===== config.mk =====
export PLATFORM = sky130hd
export DESIGN_NAME = forward_vertical_merge
export DESIGN_NICKNAME = d
export VERILOG_FILES = /design/src/rtl/forward_vertical_merge.sv
export SDC_FILE = /design/constraint.sdc
export NUM_CORES = 1
export LEC_CHECK = 0
export CORE_AREA = 2 2 180 182
export CTS_CLUSTER_DIAMETER = 100
export DETAILED_ROUTE_END_ITERATION = 8
export DIE_AREA = 0 0 182 184
export GPL_ROUTABILITY_DRIVEN = 0
export HOLD_SLACK_MARGIN = 0.1
export PLACE_DENSITY_LB_ADDON = 0.2
export SLEW_MARGIN = 20
export SYNTH_ARGS = -nofsm -noshare
export SYNTH_HDL_FRONTEND = slang
export SYNTH_SLANG_ARGS = --single-unit

===== constraint.sdc =====
create_clock -name clk -period 4.5 [get_ports clk]
set_clock_uncertainty 0.15 [all_clocks]
set_input_delay 0.675 -clock clk [delete_from_list [all_inputs] [get_ports clk]]
set_output_delay 0.675 -clock clk [all_outputs]
set_load 0.01 [all_outputs]

===== src/rtl/forward_vertical_merge.sv =====
// Vertical merge stage: buffers east/west/vertical packets in three FIFOs,
// then round-robin arbitrates them onto a vertical output (dy stepped by ADD)
// and a local eject port (dy == 0).
// Ports:
//   clk, rst                    - clock and synchronous active-high reset
//   din_e/wen_e/full_e          - east-lane decoder input FIFO
//   din_w/wen_w/full_w          - west-lane decoder input FIFO
//   din_v/wen_v/full_v          - vertical neighbour input FIFO
//   dout_v/wen_out_v/full_out_v - registered vertical output, dy stepped by ADD
//   dout_local/wen_local/full_local - registered local eject, packet unchanged
module forward_vertical_merge #(
  parameter int DATA_WIDTH   = 23,
  parameter int DY_MSB       = 20,
  parameter int DY_LSB       = 12,
  parameter int ADD          = -1,
  parameter int BUFFER_DEPTH = 4
) (
  input  logic                  clk,
  input  logic                  rst,
  input  logic [DATA_WIDTH-1:0] din_e,
  input  logic                  wen_e,
  output logic                  full_e,
  input  logic [DATA_WIDTH-1:0] din_w,
  input  logic                  wen_w,
  output logic                  full_w,
  input  logic [DATA_WIDTH-1:0] din_v,
  input  logic                  wen_v,
  output logic                  full_v,
  output logic [DATA_WIDTH-1:0] dout_v,
  output logic                  wen_out_v,
  input  logic                  full_out_v,
  output logic [DATA_WIDTH-1:0] dout_local,
  output logic                  wen_local,
  input  logic                  full_local
);

  localparam int DYW = DY_MSB - DY_LSB + 1;
  localparam int PW  = $clog2(BUFFER_DEPTH);
  localparam logic [DYW-1:0] ADD_C   = DYW'(ADD);
  localparam logic [PW:0]    DEPTH_C = (PW+1)'(BUFFER_DEPTH);

  logic [DATA_WIDTH-1:0] din  [3];
  logic [DATA_WIDTH-1:0] head [3];
  logic [2:0] wen;
  logic [2:0] full;
  logic [2:0] pop;
  logic [2:0] req_v;
  logic [2:0] req_l;

  assign din[0] = din_e;
  assign din[1] = din_w;
  assign din[2] = din_v;
  assign wen    = {wen_v, wen_w, wen_e};
  assign full_e = full[0];
  assign full_w = full[1];
  assign full_v = full[2];

  for (genvar g = 0; g < 3; g++) begin : g_fifo
    logic [DATA_WIDTH-1:0] mem_q [BUFFER_DEPTH];
    logic [PW-1:0] rd_q, wr_q;
    logic [PW:0]   cnt_q, cnt_d;
    logic          full_q;
    logic          push;
    logic          nempty;
    logic [DYW-1:0] dy;

    // A pop in the same cycle does not free a slot for a full-write.
    assign push   = wen[g] & ~full_q;
    assign nempty = (cnt_q != '0);
    assign head[g] = mem_q[rd_q];
    assign full[g] = full_q;
    assign dy      = head[g][DY_MSB:DY_LSB];

    assign req_l[g] = nempty & (dy == '0) & ~full_local;
    assign req_v[g] = nempty & (dy != '0) & ~full_out_v;

    always_comb begin
      cnt_d = cnt_q;
      if (push & ~pop[g])
        cnt_d = cnt_q + (PW+1)'(1);
      else if (~push & pop[g])
        cnt_d = cnt_q - (PW+1)'(1);
    end

    always_ff @(posedge clk) begin
      if (rst) begin
        rd_q   <= '0;
        wr_q   <= '0;
        cnt_q  <= '0;
        full_q <= 1'b0;
      end else begin
        if (push)   wr_q <= wr_q + PW'(1);
        if (pop[g]) rd_q <= rd_q + PW'(1);
        cnt_q  <= cnt_d;
        full_q <= (cnt_d == DEPTH_C);
      end
    end

    always_ff @(posedge clk) begin
      if (push) mem_q[wr_q] <= din[g];
    end
  end

  logic [1:0] rr_q, rr_d;
  logic [1:0] sel_v, sel_l;
  logic       fnd_v, fnd_l;
  logic [2:0] sum;
  logic [1:0] idx;
  logic [DATA_WIDTH-1:0] pkt_v;

  // Both targets scan e->w->v from the same pointer; a head requests only
  // one target, so the two winners always come from different FIFOs.
  always_comb begin
    fnd_v = 1'b0;
    fnd_l = 1'b0;
    sel_v = '0;
    sel_l = '0;
    sum   = '0;
    idx   = '0;
    pop   = '0;
    for (int k = 0; k < 3; k++) begin
      sum = {1'b0, rr_q} + 3'(k);
      idx = (sum >= 3'd3) ? 2'(sum - 3'd3) : sum[1:0];
      if (!fnd_v && req_v[idx]) begin
        fnd_v = 1'b1;
        sel_v = idx;
      end
      if (!fnd_l && req_l[idx]) begin
        fnd_l = 1'b1;
        sel_l = idx;
      end
    end
    if (fnd_v) pop[sel_v] = 1'b1;
    if (fnd_l) pop[sel_l] = 1'b1;
  end

  // Vertical winner sets the pointer when both targets issue.
  always_comb begin
    rr_d = rr_q;
    if (fnd_v)
      rr_d = (sel_v == 2'd2) ? 2'd0 : sel_v + 2'd1;
    else if (fnd_l)
      rr_d = (sel_l == 2'd2) ? 2'd0 : sel_l + 2'd1;
  end

  // dy wraps at its own field width.
  always_comb begin
    pkt_v = head[sel_v];
    pkt_v[DY_MSB:DY_LSB] = head[sel_v][DY_MSB:DY_LSB] + ADD_C;
  end

  always_ff @(posedge clk) begin
    if (rst) begin
      rr_q       <= '0;
      dout_v     <= '0;
      wen_out_v  <= 1'b0;
      dout_local <= '0;
      wen_local  <= 1'b0;
    end else begin
      rr_q      <= rr_d;
      wen_out_v <= fnd_v;
      wen_local <= fnd_l;
      if (fnd_v) dout_v     <= pkt_v;
      if (fnd_l) dout_local <= head[sel_l];
    end
  end

endmodule

==> flow_summary_export.csv <==
group,metric,value,unit
route,detail_route.wirelength,32300,µm
sta,final.min_clock_period,4177,ps
synth,synth_seq_area_share,68.74,%
cells_and_area,drive_above_1_share,16.98,%
sta,setup_viol,0,
critical_path,worstPathArrival,4430,ps
synth,synthesis.nets,977,
critical_path,critPathRequiredTime,4750,ps
route,dr_wl_met3,2111,µm
global_routing,grtUsageTotal,19.35,%
clocking,clock_latency,530,ps
clocking,clk_pin_slew,60,ps
critical_path,endpoint_kind,"flip-flop",
critical_path,cp-start-kind,"flip-flop",
die,io_pins,127,
clocking,cts_setup_buffers,0,
synth,synthArstFlopShare,0,%
clocking,cts_resized,0,
sta,tns,0,ps
die,chipHeight,184,µm
critical_path,crit_slowest_cell,"dfxtp_1",
global_routing,grt_max_degree,38,
worst_hold_path,min_delay_path_depth,1,
clocking,cts_sinks,356,
route,firstDrtPassIters,5,
critical_path,r2r_slack,320,ps
route,detail_route.iter0.violations,637,
synth,yosys_register_bits,356,
die,initial_utilization,45.83,%
route,ant_nets,0,
sta,hold_viol,0,
route,vias,8311,
critical_path,r2r_cells,14,
route,topRoutingLayerUsed,"met5",
sta,fin_crit_sh,92.83,%
clocking,cts_buffer_depth,3,
synth,yosysWarnings,0,
clocking,cts_buffers,37,
place,dp_hpwl,21980,µm
cells_and_area,antenna_cells,0,
critical_path,path_class,"flip-flop to flip-flop",
synth,synth_ff_type,"edfxtp_1",
clocking,h-tree-depth,2,
power_and_ir_drop,vdd_ir_drop_max,0.2759,mV
synth,synthesis.area,0.01439,mm²
die,core,0.03139,mm²
route,viasPerCell,5.685,
sta,worst_pin_slew,848.0,ps
global_routing,antenna_found_initial,4,
place,port_buffers,126,
route,wl_per_cell,22.09,µm
die,dieArea,0.03349,mm²
place,post_dp_cell_area,0.01620,mm²
job,cap_violations,0,
sta,relSlewSlack,42.94,%
worst_hold_path,hp-start,"dout_local[16]",
synth,syn_area_per_cell,16.41,µm²
die,row_count,65,
global_routing,grt_pass1_vias,8264,
critical_path,worstPathMaxFanout,11,
critical_path,worstPathCellList,"buf_4 -> mux4_2 -> o31a_1 -> nor3_1 -> nor2b_1 -> a22oi_2 -> a221o_1 -> inv_1 -> ha_1 -> inv_1 -> a2111oi_2 -> a32oi_1 -> a211oi_1 -> nor3_1",
route,drc_errors,0,
sta,maxSlewViolCount,0,
sta,fmax,239.4,MHz
power_and_ir_drop,p_leak,5.767,nW
power_and_ir_drop,fin_total_pwr,10.69,mW
power_and_ir_drop,powerDensity,614.5,mW/mm²
synth,syn_inst,877,
route,wl_met2,15900,µm
run_status,status,"finished, final reports clean",
route,met1_length,13320,µm
synth,synth_edf_count,276,
cells_and_area,fillers,2488,
worst_hold_path,min_delay_worst_endpoint,"dout_local[16]",
synth,synthDistinctLibCells,71,
clocking,cts_root_buf,"clkbuf_16",
place,post-place-cells,1394,
global_routing,overflow,0,
clocking,hold_buffers,0,
worst_hold_path,hold_path.class,"flip-flop to flip-flop",
cells_and_area,area_growth,20.88,%
critical_path,timing.rr.end,"dout_v[16]",
die,die_width,182,µm
global_routing,grt_pass1_wl,48840,µm
critical_path,critical_path.max_stage_delay,570,ps
clocking,cts_tree,"done",
cells_and_area,layout.nets,1131,
cells_and_area,fin_area,0.01739,mm²
sta,grt_setup_unrepaired,"false",
cells_and_area,fin_cells,1462,
==> cells by family after synthesis <==
| kind of cell | count (synthesis) | share of synthesized area (%) |
|---|---|---|
| multiplexers | 72 | 11.02 |
| AND/OR/NAND/NOR | 207 | 7.809 |
| flip-flops | 356 | 68.74 |
| adder cells (fa/ha/maj) | 25 | 2.157 |
| buffers and inverters | 67 | 2.131 |
| XOR/XNOR | 18 | 1.191 |
| AO/OA/AOI/OAI | 132 | 6.957 |
==> cells in the mapped netlist, drive strengths merged (2+ instances only) <==
library cell / count / area share [%]
nand2b: 4 / 0.17
mux4: 69 / 11
inv: 21 / 0.55
and2: 13 / 0.57
nor3: 19 / 0.77
nor3b: 6 / 0.38
o31a: 2 / 0.12
a211o: 3 / 0.18
a222oi: 16 / 1.1
and3: 23 / 1.0
xor2: 5 / 0.30
a311o: 2 / 0.14
a221o: 3 / 0.21
edfxtp: 276 / 58
mux2i: 2 / 0.14
nor2b: 7 / 0.30
nand3: 7 / 0.24
or3: 4 / 0.17
a221oi: 4 / 0.24
clkbuf: 31 / 0.81
a22oi: 13 / 0.71
nand3b: 2 / 0.10
o21ai: 13 / 0.48
xnor2: 12 / 0.73
dfxtp: 80 / 11
nor2: 42 / 1.1
o211ai: 2 / 0.10
nand4: 8 / 0.43
a31oi: 12 / 0.52
a311oi: 5 / 0.43
nor4: 8 / 0.70
buf: 15 / 0.77
a211oi: 9 / 0.56
a21boi: 2 / 0.10
a21o: 2 / 0.10
nand2: 57 / 1.5
ha: 24 / 2.1
a21oi: 32 / 1.1
a2111oi: 3 / 0.28
or2: 3 / 0.13
or4: 2 / 0.10
==> cell type report <==
cell class | count | area, µm² | area share, %
Sequential cell | 356 | 9889 | 56.86
Multi-Input combinational cell | 454 | 4210 | 24.21
Clock inverter | 16 | 168.9 | 0.9712
Inverter | 21 | 78.83 | 0.4532
Clock buffer | 52 | 1022 | 5.878
Timing Repair Buffer | 161 | 1519 | 8.734
Tap cell | 402 | 503.0 | 2.892
==> worst max path at each step <==
stage                          from    endpoint  slack, ps
after floorplan           flip-flop  dout_v[16]        880
after global placement    flip-flop  dout_v[16]        490
after detailed placement  flip-flop  dout_v[16]        370
after CTS                 flip-flop  dout_v[16]        350
after global routing      flip-flop  dout_v[16]         60
final                     flip-flop  dout_v[16]        320
==> power by group <==
part | switching, mW | internal (mW) | leakage (nW)
Clock | 1.23 | 1.77 | 0.582
Combinational | 1.97 | 1.49 | 2.00
Sequential | 0.232 | 4.00 | 3.19
==> layer usage <==
metal | GRT usage [%] | vias up
met5 | 0 | -
met1 | 25.24 | 4169
met3 | 4.358 | 66
li1 | - | 3795
met4 | 6.774 | 8
met2 | 32.18 | 273
==> registers in the layout (all words and copies together), names as in the netlist, named ones only <==
signal        count
g_fifo.rd_q       6
dout_v           23
full_v            1
wen_local         1
g_fifo.mem_q    276
g_fifo.wr_q       6
full_w            1
wen_out_v         1
full_e            1
dout_local       23
rr_q              2
g_fifo.cnt_q      9
==> through the flow <==
stage | hold WS (ps) | utilization [%] | setup WS (ps)
after global placement | 314.2 | 51.61 | 492.2
after floorplan | 319.2 | - | 884.8
final | 328.4 | 55.40 | 322.7
after global routing | 345.0 | 55.40 | 62.19
after detailed placement | 318.7 | 51.61 | 370.7
after CTS | 330.6 | 55.40 | 354.7
==> worst max-delay path: cells and delay by family, from the launching register on <==
family | cells | cell delay, ps
AOI/OAI and AO/OA | 6 | 1690
muxes | 1 | 570
adders and majority gates | 1 | 130
buffers and inverters | 3 | 380
and+or+nand+nor | 3 | 550
DFF | 1 | 570
==> cells in the final DEF (no fill, tap or decap), types with 8 or more instances in the layout <==
cell type | Yosys | layout
edfxtp_1 | 276 | 276
clkdlybuf4s50_1 | 0 | 125
dfxtp_1 | 80 | 80
mux4_2 | 69 | 69
nand2_1 | 57 | 57
nor2_1 | 41 | 41
clkbuf_16 | 0 | 37
buf_4 | 1 | 35
a21oi_1 | 32 | 32
ha_1 | 24 | 24
and3_1 | 23 | 23
inv_1 | 21 | 21
nor3_1 | 16 | 16
a222oi_1 | 16 | 16
and2_1 | 13 | 13
a22oi_1 | 12 | 12
a31oi_1 | 12 | 12
xnor2_1 | 12 | 12
clkbuf_1 | 31 | 11
o21ai_0 | 9 | 9
a211oi_1 | 8 | 8
(Power assumes the default switching activity.)
